==> src/rtl/imem_loader_if.sv <==
`default_nettype none
// ============================================================================
// imem_loader_if : byte-stream handshake between an image source and the loader
// Revision 1.0
// ============================================================================
interface imem_loader_if;
  logic [7:0] in_data;
  logic       in_valid;
  logic       in_ready;

  modport master (output in_data, output in_valid, input in_ready);
  modport slave  (input in_data, input in_valid, output in_ready);
endinterface
`default_nettype wire

==> src/rtl/imem_loader.sv <==
`default_nettype none
// ============================================================================
// imem_loader : loads a checksummed byte-stream image into instruction memory
// Revision 1.0
// ============================================================================
module imem_loader #(
  parameter int DEPTH  = 32,
  parameter int ADDR_W = 5
) (
  input  wire logic              clk,
  input  wire logic              rst,
  imem_loader_if.slave           s_in,
  input  wire logic              i_load_start,
  output logic                   o_load_busy,
  output logic                   o_load_done,
  output logic                   o_load_err,
  output logic                   o_cpu_run,
  output logic [ADDR_W:0]        o_words_loaded,
  input  wire logic [ADDR_W-1:0] i_fetch_addr,
  output logic [31:0]            o_fetch_instr
);

  typedef enum logic [2:0] {
    S_IDLE = 3'd0,
    S_HDR  = 3'd1,
    S_DATA = 3'd2,
    S_CHK  = 3'd3,
    S_DONE = 3'd4,
    S_ERR  = 3'd5
  } state_t;

  state_t          r_state;
  logic            r_ready;
  logic            r_busy;
  logic            r_done;
  logic            r_err;
  logic [ADDR_W:0] r_words;
  logic [ADDR_W:0] r_n;
  logic [1:0]      r_bcnt;
  logic [7:0]      r_xor;
  logic [23:0]     r_word;
  logic [31:0]     r_mem [DEPTH];

  logic            w_accept;
  logic            w_hdr_ok;
  logic            w_last;
  logic [31:0]     w_word;

  assign w_accept = s_in.in_valid && r_ready;
  assign w_hdr_ok = (s_in.in_data != 8'd0) && (int'(s_in.in_data) <= DEPTH);
  assign w_last   = (r_words + (ADDR_W+1)'(1)) == r_n;
  // Word is assembled MSB first: three buffered bytes plus the one arriving now.
  assign w_word   = {r_word, s_in.in_data};

  always_ff @(posedge clk or posedge rst) begin
    if (rst) begin
      r_state <= S_IDLE;
      r_ready <= 1'b0;
      r_busy  <= 1'b0;
      r_done  <= 1'b0;
      r_err   <= 1'b0;
      r_words <= '0;
      r_n     <= '0;
      r_bcnt  <= '0;
      r_xor   <= '0;
      r_word  <= '0;
      for (int i = 0; i < DEPTH; i++) begin
        r_mem[i] <= '0;
      end
    end else begin
      case (r_state)
        S_IDLE, S_DONE, S_ERR: begin
          if (i_load_start) begin
            r_state <= S_HDR;
            r_ready <= 1'b1;
            r_busy  <= 1'b1;
            r_done  <= 1'b0;
            r_err   <= 1'b0;
            r_words <= '0;
            r_bcnt  <= '0;
            r_xor   <= '0;
          end
        end
        S_HDR: begin
          if (w_accept) begin
            if (w_hdr_ok) begin
              r_n     <= (ADDR_W+1)'(s_in.in_data);
              r_state <= S_DATA;
            end else begin
              r_state <= S_ERR;
              r_ready <= 1'b0;
              r_busy  <= 1'b0;
              r_err   <= 1'b1;
            end
          end
        end
        S_DATA: begin
          if (w_accept) begin
            r_xor  <= r_xor ^ s_in.in_data;
            r_word <= w_word[23:0];
            if (r_bcnt == 2'd3) begin
              r_bcnt                   <= '0;
              r_mem[r_words[ADDR_W-1:0]] <= w_word;
              r_words                  <= r_words + (ADDR_W+1)'(1);
              if (w_last) begin
                r_state <= S_CHK;
              end
            end else begin
              r_bcnt <= r_bcnt + 2'd1;
            end
          end
        end
        S_CHK: begin
          if (w_accept) begin
            r_ready <= 1'b0;
            r_busy  <= 1'b0;
            if (s_in.in_data == r_xor) begin
              r_state <= S_DONE;
              r_done  <= 1'b1;
            end else begin
              r_state <= S_ERR;
              r_err   <= 1'b1;
            end
          end
        end
        default: begin
          r_state <= S_IDLE;
          r_ready <= 1'b0;
          r_busy  <= 1'b0;
        end
      endcase
    end
  end

  assign s_in.in_ready  = r_ready;
  assign o_load_busy    = r_busy;
  assign o_load_done    = r_done;
  assign o_load_err     = r_err;
  assign o_cpu_run      = r_done;
  assign o_words_loaded = r_words;

  always_comb begin
    o_fetch_instr = '0;
    if (int'(i_fetch_addr) < DEPTH) begin
      o_fetch_instr = r_mem[i_fetch_addr];
    end
  end

endmodule
`default_nettype wire
==> src/flat_wrapper.sv <==
// flat-port wrapper written by rule: the top's interface ports become plain ports
module imem_loader_flat 
#(
  parameter int DEPTH  = 32,
  parameter int ADDR_W = 5
)
  (clk, rst, i_load_start, o_load_busy, o_load_done, o_load_err, o_cpu_run, o_words_loaded, i_fetch_addr, o_fetch_instr, s_in_in_data, s_in_in_valid, s_in_in_ready);
  imem_loader_if s_in_i ();
  input  wire logic clk;
  input  wire logic rst;
  input  wire logic i_load_start;
  output logic o_load_busy;
  output logic o_load_done;
  output logic o_load_err;
  output logic o_cpu_run;
  output logic [ADDR_W:0] o_words_loaded;
  input  wire logic [ADDR_W-1:0] i_fetch_addr;
  output logic [31:0] o_fetch_instr;
  input wire logic [$bits(s_in_i.in_data)-1:0] s_in_in_data;
  input wire logic [$bits(s_in_i.in_valid)-1:0] s_in_in_valid;
  output wire logic [$bits(s_in_i.in_ready)-1:0] s_in_in_ready;
  assign s_in_i.in_data = s_in_in_data;
  assign s_in_i.in_valid = s_in_in_valid;
  assign s_in_in_ready = s_in_i.in_ready;
  imem_loader #(.DEPTH(DEPTH), .ADDR_W(ADDR_W)) u_core (.clk(clk), .rst(rst), .s_in(s_in_i), .i_load_start(i_load_start), .o_load_busy(o_load_busy), .o_load_done(o_load_done), .o_load_err(o_load_err), .o_cpu_run(o_cpu_run), .o_words_loaded(o_words_loaded), .i_fetch_addr(i_fetch_addr), .o_fetch_instr(o_fetch_instr));
endmodule
==> config.mk <==
export PLATFORM = sky130hd
export DESIGN_NAME = imem_loader_flat
export DESIGN_NICKNAME = d
export VERILOG_FILES = /design/src/rtl/imem_loader_if.sv /design/src/rtl/imem_loader.sv /design/src/flat_wrapper.sv
export SDC_FILE = /design/constraint.sdc
export NUM_CORES = 2
export LEC_CHECK = 0
export ABC_AREA = 1
export BUFFER_PORTS_ARGS = -buffer_cell sky130_fd_sc_hd__buf_2
export CORE_MARGIN = 2
export CORE_UTILIZATION = 30
export CTS_BUF_LIST = sky130_fd_sc_hd__clkbuf_8 sky130_fd_sc_hd__clkbuf_16
export CTS_CLUSTER_SIZE = 10
export DETAILED_ROUTE_END_ITERATION = 6
export SLEW_MARGIN = 30
export SYNTH_ARGS = -nofsm -noshare
export SYNTH_HDL_FRONTEND = slang
export SYNTH_SLANG_ARGS = --single-unit
==> constraint.sdc <==
create_clock -name clk -period 48.9 [get_ports clk]
set_clock_uncertainty 0.15 [all_clocks]
set_input_delay 14.67 -clock clk [delete_from_list [all_inputs] [get_ports clk]]
set_output_delay 14.67 -clock clk [all_outputs]
set_load 0.02 [all_outputs]
**Yosys cells after proc, flatten, opt, wreduce, memory -nomap -nowiden**

Cells that the tools add are included.

- Output and inout bits: 43
- Bits in registers: 1076
- Input port bits: 17
- Word-level logic and storage cells: 126

- Reduce and logical (&&, ||, !) cells: 18
- Mux-type cells: 40
- Add/subtract/negate cells: 2
- Equality and inequality tests: 17
- Bitwise logic cells: 4
- Magnitude comparators: 4

Operators by type and width:

| kind | number |
|---|---|
| bitwise mux 1024 bit | 1 |
| binary-select mux 32 bit (select 5 bit) | 1 |
| demux 32 bit (select 5 bit) | 1 |
| two-way mux 32 bit | 3 |
| two-way mux 3 bit | 7 |
| two-way mux 6 bit | 3 |
| two-way mux 8 bit | 2 |
| one-hot mux 8 bit (2 select lines) | 1 |
| greater-or-equal comparator 6 bit (second input constant) | 2 |
| two-way mux 1 bit | 12 |
| != test 2 x 1 -> 1 bit (second input constant) | 6 |
| inverter 5 -> 6 bit | 2 |
| one-hot mux 3 bit (4 select lines) | 1 |
| one-hot mux 6 bit (2 select lines) | 1 |
| AND reduction 6 bit | 2 |
| AND reduction 3 bit | 3 |
| == test 8 bit | 1 |
| less-or-equal comparator 8 x 6 -> 1 bit (second input constant) | 1 |
| AND reduction 4 bit | 2 |
| nonzero test 8 bit | 1 |
| bitwise XOR 8 bit | 1 |
| adder 6 x 1 -> 6 bit (second input constant) | 1 |
| == test 3 x 2 -> 1 bit (second input constant) | 2 |
| == test 3 bit (second input constant) | 2 |
| 19 further kinds | 26 |

**Logic depth before layout (Yosys ltp)**

- Depth in word-level cells: 6
- Depth in mapped cells: 13
- Depth with buffers taken out: 13

**Least setup slack after synthesis**

No wires, ideal clock.

- Path kind: input to output
- Start: input port i_fetch_addr[0]
- End: output port o_fetch_instr[23]
- Stages: 10
- Data required time: 34.080 ns
- Slack: 18.044 ns
- Buffers on the path: 4
- Arrival: 16.036 ns
- Cell sequence: buf_2 > buf_2 > buf_2 > clkbuf_1 > nor2_1 > o211ai_1 > nand3_1 > nand2_1 > nand2_1 > nand2_1

- Cells in the longest elaborated chain, start to end: 4

RTL lines:

| what | RTL line | RTL |
|---|---|---|
| from (decl) | flat_wrapper.sv:17 | `input wire logic [ADDR_W-1:0] i_fetch_addr;` |
| inverter 5 -> 6 bit (not written as such) | imem_loader.sv:145 | `o_fetch_instr = r_mem[i_fetch_addr];` |
| binary-select mux 32 bit (select 5 bit) | imem_loader.sv:145 |  |
| two-way mux 32 bit (not written as such) (2 in series) | imem_loader.sv:145 |  |
| to (decl) | flat_wrapper.sv:18 | `output logic [31:0] o_fetch_instr;` |

No other way between the ends. The select of a mux whose other input is x is not followed.

**Final worst setup path**

- Start: input port i_fetch_addr[0]
- End: output port o_fetch_instr[30]

The elaborated chain is that of the path after synthesis.

==> qor.txt <==
FLOORPLANNING
---------------------------------------------------------------------------------
Die width ..........................................................  406 microns
Initial core utilization ...........................................        0.302
Overall die height .................................................  406 microns
Row cnt ............................................................          147
Die ar. ............................................................ 165,000 sq um
Standard cell core area ............................................ 161,000 sq um
# IOs ..............................................................           60

CLOCK NETWORK
---------------------------------------------------------------------------------
CTS tree ...........................................................        built
Number of gates given a new drive strength after cts ...............            0
Clock slew seen by the registers of the worst setup and hold paths .        50 ps
Number of buffers added for setup after CTS ........................            0
Clk_lat worst skew .................................................       700 ps
Num Clock Sinks ....................................................        1,076
H-tree levels ......................................................            3
Maximum root-to-sink buffer count ..................................            3
Root buf cell ...................................................... sky130_fd_sc_hd__clkbuf_16
Number of hold buffers added after CTS .............................            0
Total clock buffers created by CTS .................................          121

PLACED DESIGN
---------------------------------------------------------------------------------
Final weighted congestion of routability-driven global placement ...        0.776
PortBufs ...........................................................           59
Half-perimeter wire length after placement ......................... 74,200 microns

SYNTH
---------------------------------------------------------------------------------
Predominant post-synthesis flop cell ............................... sky130_fd_sc_hd__dfrtp_1
Post-synthesis sequential area ratio ...............................        0.554
Dominant cell type by area after synthesis ......................... sky130_fd_sc_hd__dfrtp_1
Total nets after synthesis .........................................        5,546
Mapped cell area ................................................... 48,600 sq um
Cells after Synth ..................................................        5,524
Number of synthesized flops with an enable pin .....................            0
Average cell area after synthesis ..................................   8.79 sq um
Ys Warns ...........................................................            0
Post-synth top area share ..........................................        0.554
Leading post-synthesis cells by cell area .......................... sky130_fd_sc_hd__dfrtp_1, sky130_fd_sc_hd__o21ai_0, sky130_fd_sc_hd__nand2_1
Post-synth cell types ..............................................           31
Cell with the most instances after synthesis ....................... sky130_fd_sc_hd__nand2_1
Synth Register Bits ................................................        1,076
Share of synthesized registers carrying an async set or reset ......         1.00
Synth cell count leaders ........................................... sky130_fd_sc_hd__nand2_1, sky130_fd_sc_hd__o21ai_0, sky130_fd_sc_hd__dfrtp_1

CRITICAL PATH
---------------------------------------------------------------------------------
Worst Reg2Reg Path Length in Cells .................................            8
Crit Path Max Fanout ...............................................          183
Startpoint type of the worst setup path ............................    input pin
CP Data Arrival Time ...............................................    18,340 ps
Worst R2R Start .................................................... u_core.r_state[2]$_DFFE_PP0P_
Crit path required time ............................................    34,080 ps
Reg-to-reg critical path endpoint .................................. u_core.r_mem[1010]$_DFFE_PP0P_
Worst R2R Setup Slack ..............................................    45,270 ps
Endpoint type of the worst setup path ..............................  output port
Critical path type ................................................. input pin to output port

TIMING
---------------------------------------------------------------------------------
Maximum clock frequency ............................................     30.2 MHz
Worst-Margin Slew ..................................................      1030 ps
Slew HR ............................................................        0.312
Time the final worst path needs with I/O delays and setup ..........    33,160 ps
Final setup viols ..................................................            0
Setup TNS after final layout .......................................         0 ps
Number of failing hold endpoints at the final stage ................            0
Number of slew-limit violations in the final report ................            0
Post-route clock period utilization ................................        0.678
Setup repair after global routing missed its margin ................           no
Hold slack .........................................................       326 ps

HOLD PATH
---------------------------------------------------------------------------------
Hold_sp ............................................................ u_core.r_word[10]$_DFFE_PP0P_
End of the worst hold path ......................................... u_core.r_word[18]$_DFFE_PP0P_
Worst min path class ............................................... flop to flop
Cells on Worst Hold Path ...........................................            2

POWER
---------------------------------------------------------------------------------
Pint ...............................................................      1400 uW
Standby leakage power ..............................................    0.0241 uW
Relative contribution of sequential cells to total power ...........        0.470
Power share of the clock group .....................................        0.414
NetSw ..............................................................       538 uW
Worst voltage drop across the vdd grid .............................    0.0305 mV
Proportion of total power due to net switching .....................        0.277
Combinational share of power .......................................        0.116
Cell Pwr Density ................................................... 36.1 nW/um^2

GLOBAL ROUTING
---------------------------------------------------------------------------------
Pin count of the biggest net entering global routing ...............          199
Layer with the highest usage after global routing ..................         met2
Number of global-route vias before repair ..........................       37,700
Number of antenna violations at the first check in global routing ..           10
Total grt overflow .................................................            0
Overall global routing resource usage ..............................        0.186
Met3 Use GR ........................................................       0.0271
Met1 GRT Util ......................................................        0.254
Wire length of the first global-routing pass ....................... 237,000 microns
Global-route track usage on met2 ...................................        0.302

DRT
---------------------------------------------------------------------------------
First-iteration detailed-routing DRC count .........................        4,562
Per-cell via count in the routed design ............................         5.28
Vias ...............................................................       39,200
Residual DRC count .................................................            0
Detailed Route WL .................................................. 155,000 microns
Antenna Nets Post-Route ............................................            0
Detailed Routing Iterations Pass 1 .................................            6
Routed len/inst .................................................... 20.8 microns

LAYOUT
---------------------------------------------------------------------------------
Number of nets in the final layout .................................        5,252
Ratio of cells with drive above 1 in the final layout ..............       0.0564
Final standard cell utilization of the core ........................        0.334
Area added between synthesis and finish ............................        10.7%

STATUS
---------------------------------------------------------------------------------
Result of the run .................................................. finished clean

JOB
---------------------------------------------------------------------------------
Max-capacitance violation count ....................................            0

worst max-delay path, cell delays in order:
cell                       delay [ps]
sky130_fd_sc_hd__buf_8            250
sky130_fd_sc_hd__inv_12           650
sky130_fd_sc_hd__buf_12           670
sky130_fd_sc_hd__buf_4            770
sky130_fd_sc_hd__o21ai_0          230
sky130_fd_sc_hd__o211ai_1         120
sky130_fd_sc_hd__nand3_1           90
sky130_fd_sc_hd__nand2_1           80
sky130_fd_sc_hd__nand2_1           40
sky130_fd_sc_hd__nand2_1          250
sky130_fd_sc_hd__buf_2            220
flip-flops by register name, indices dropped and copies added, names as in the netlist:
name / count
u_core.s_in.in_ready: 1
u_core.r_mem: 1024
u_core.r_word: 24
u_core.o_load_err: 1
u_core.o_cpu_run: 1
u_core.r_n: 6
u_core.r_xor: 8
u_core.o_words_loaded: 6
u_core.r_bcnt: 2
u_core.r_state: 3
metrics by stage:
stage	power [uW]	instances	worst slack [ps]	instance area, sq um
floorplan	1090	5524	3790	48600
global placement	1150	7263	15650	50100
detailed placement	1150	7267	15850	50400
CTS	1950	7427	15850	53700
global route	2020	7427	15620	53800
finish	1940	7428	15740	53800
worst max path at each step:
stage | from | cells past startpoint | endpoint
finish | i_fetch_addr[0] | 11 | o_fetch_instr[30]
global route | i_fetch_addr[0] | 11 | o_fetch_instr[19]
CTS | i_fetch_addr[0] | 11 | o_fetch_instr[30]
detailed placement | i_fetch_addr[0] | 11 | o_fetch_instr[30]
global placement | i_fetch_addr[0] | 11 | o_fetch_instr[30]
floorplan | rst | 1 | u_core.o_cpu_run$_DFFE_PP0P_
cell families after synthesis:
family / synth area share
XOR/XNOR: 0.00144
AND/OR/NAND/NOR: 0.151
AO/OA/AOI/OAI: 0.243
adder cells (fa/ha/maj): 0.00129
flip-flops: 0.554
multiplexers: 0.00185
buffers and inverters: 0.0469
metal layers:
layer	vias up	share of wire
met1	19600	0.45
met2	1241	0.46
li1	18100	-
met4	14	0.030
met3	265	0.063
met5	-	0.00058
layout make-up:
class / instances / area, sq um
multi-input cells: 3865 / 19800
well taps: 2160 / 2700
inverters: 67 / 279
diodes: 1 / 2.50
flip-flops and latches: 1076 / 26900
repair buffers: 99 / 741
fillers: 16600 / 107000
clock buffers: 129 / 3180
clock inverters: 31 / 136
cells in the final DEF, fill, tap and decap left out, drive strengths merged:
| cell type | count |
|---|---|
| o21ai | 1316 |
| o211ai | 160 |
| xnor2 | 8 |
| nor2 | 384 |
| nand4 | 3 |
| nor3 | 5 |
| dfrtp | 1076 |
| diode | 1 |
| ha | 5 |
| buf | 99 |
| o21a | 161 |
| clkbuf | 129 |
| clkinv | 7 |
| nand2 | 1306 |
| mux2 | 8 |
| o21bai | 257 |
| nand3 | 148 |
| o221ai | 96 |
| inv | 91 |
| o22ai | 4 |
| a21oi | 1 |
| or2 | 1 |
| o31ai | 2 |
power by group through the flow:
stage               Clock, uW  Combinational (uW)  Sequential (uW)
floorplan                   0                 158              929
global placement            0                 224              928
detailed placement          0                 225              929
CTS                       815                 226              913
global route              851                 250              914
finish                    804                 225              913
(Power assumes the default switching activity.)
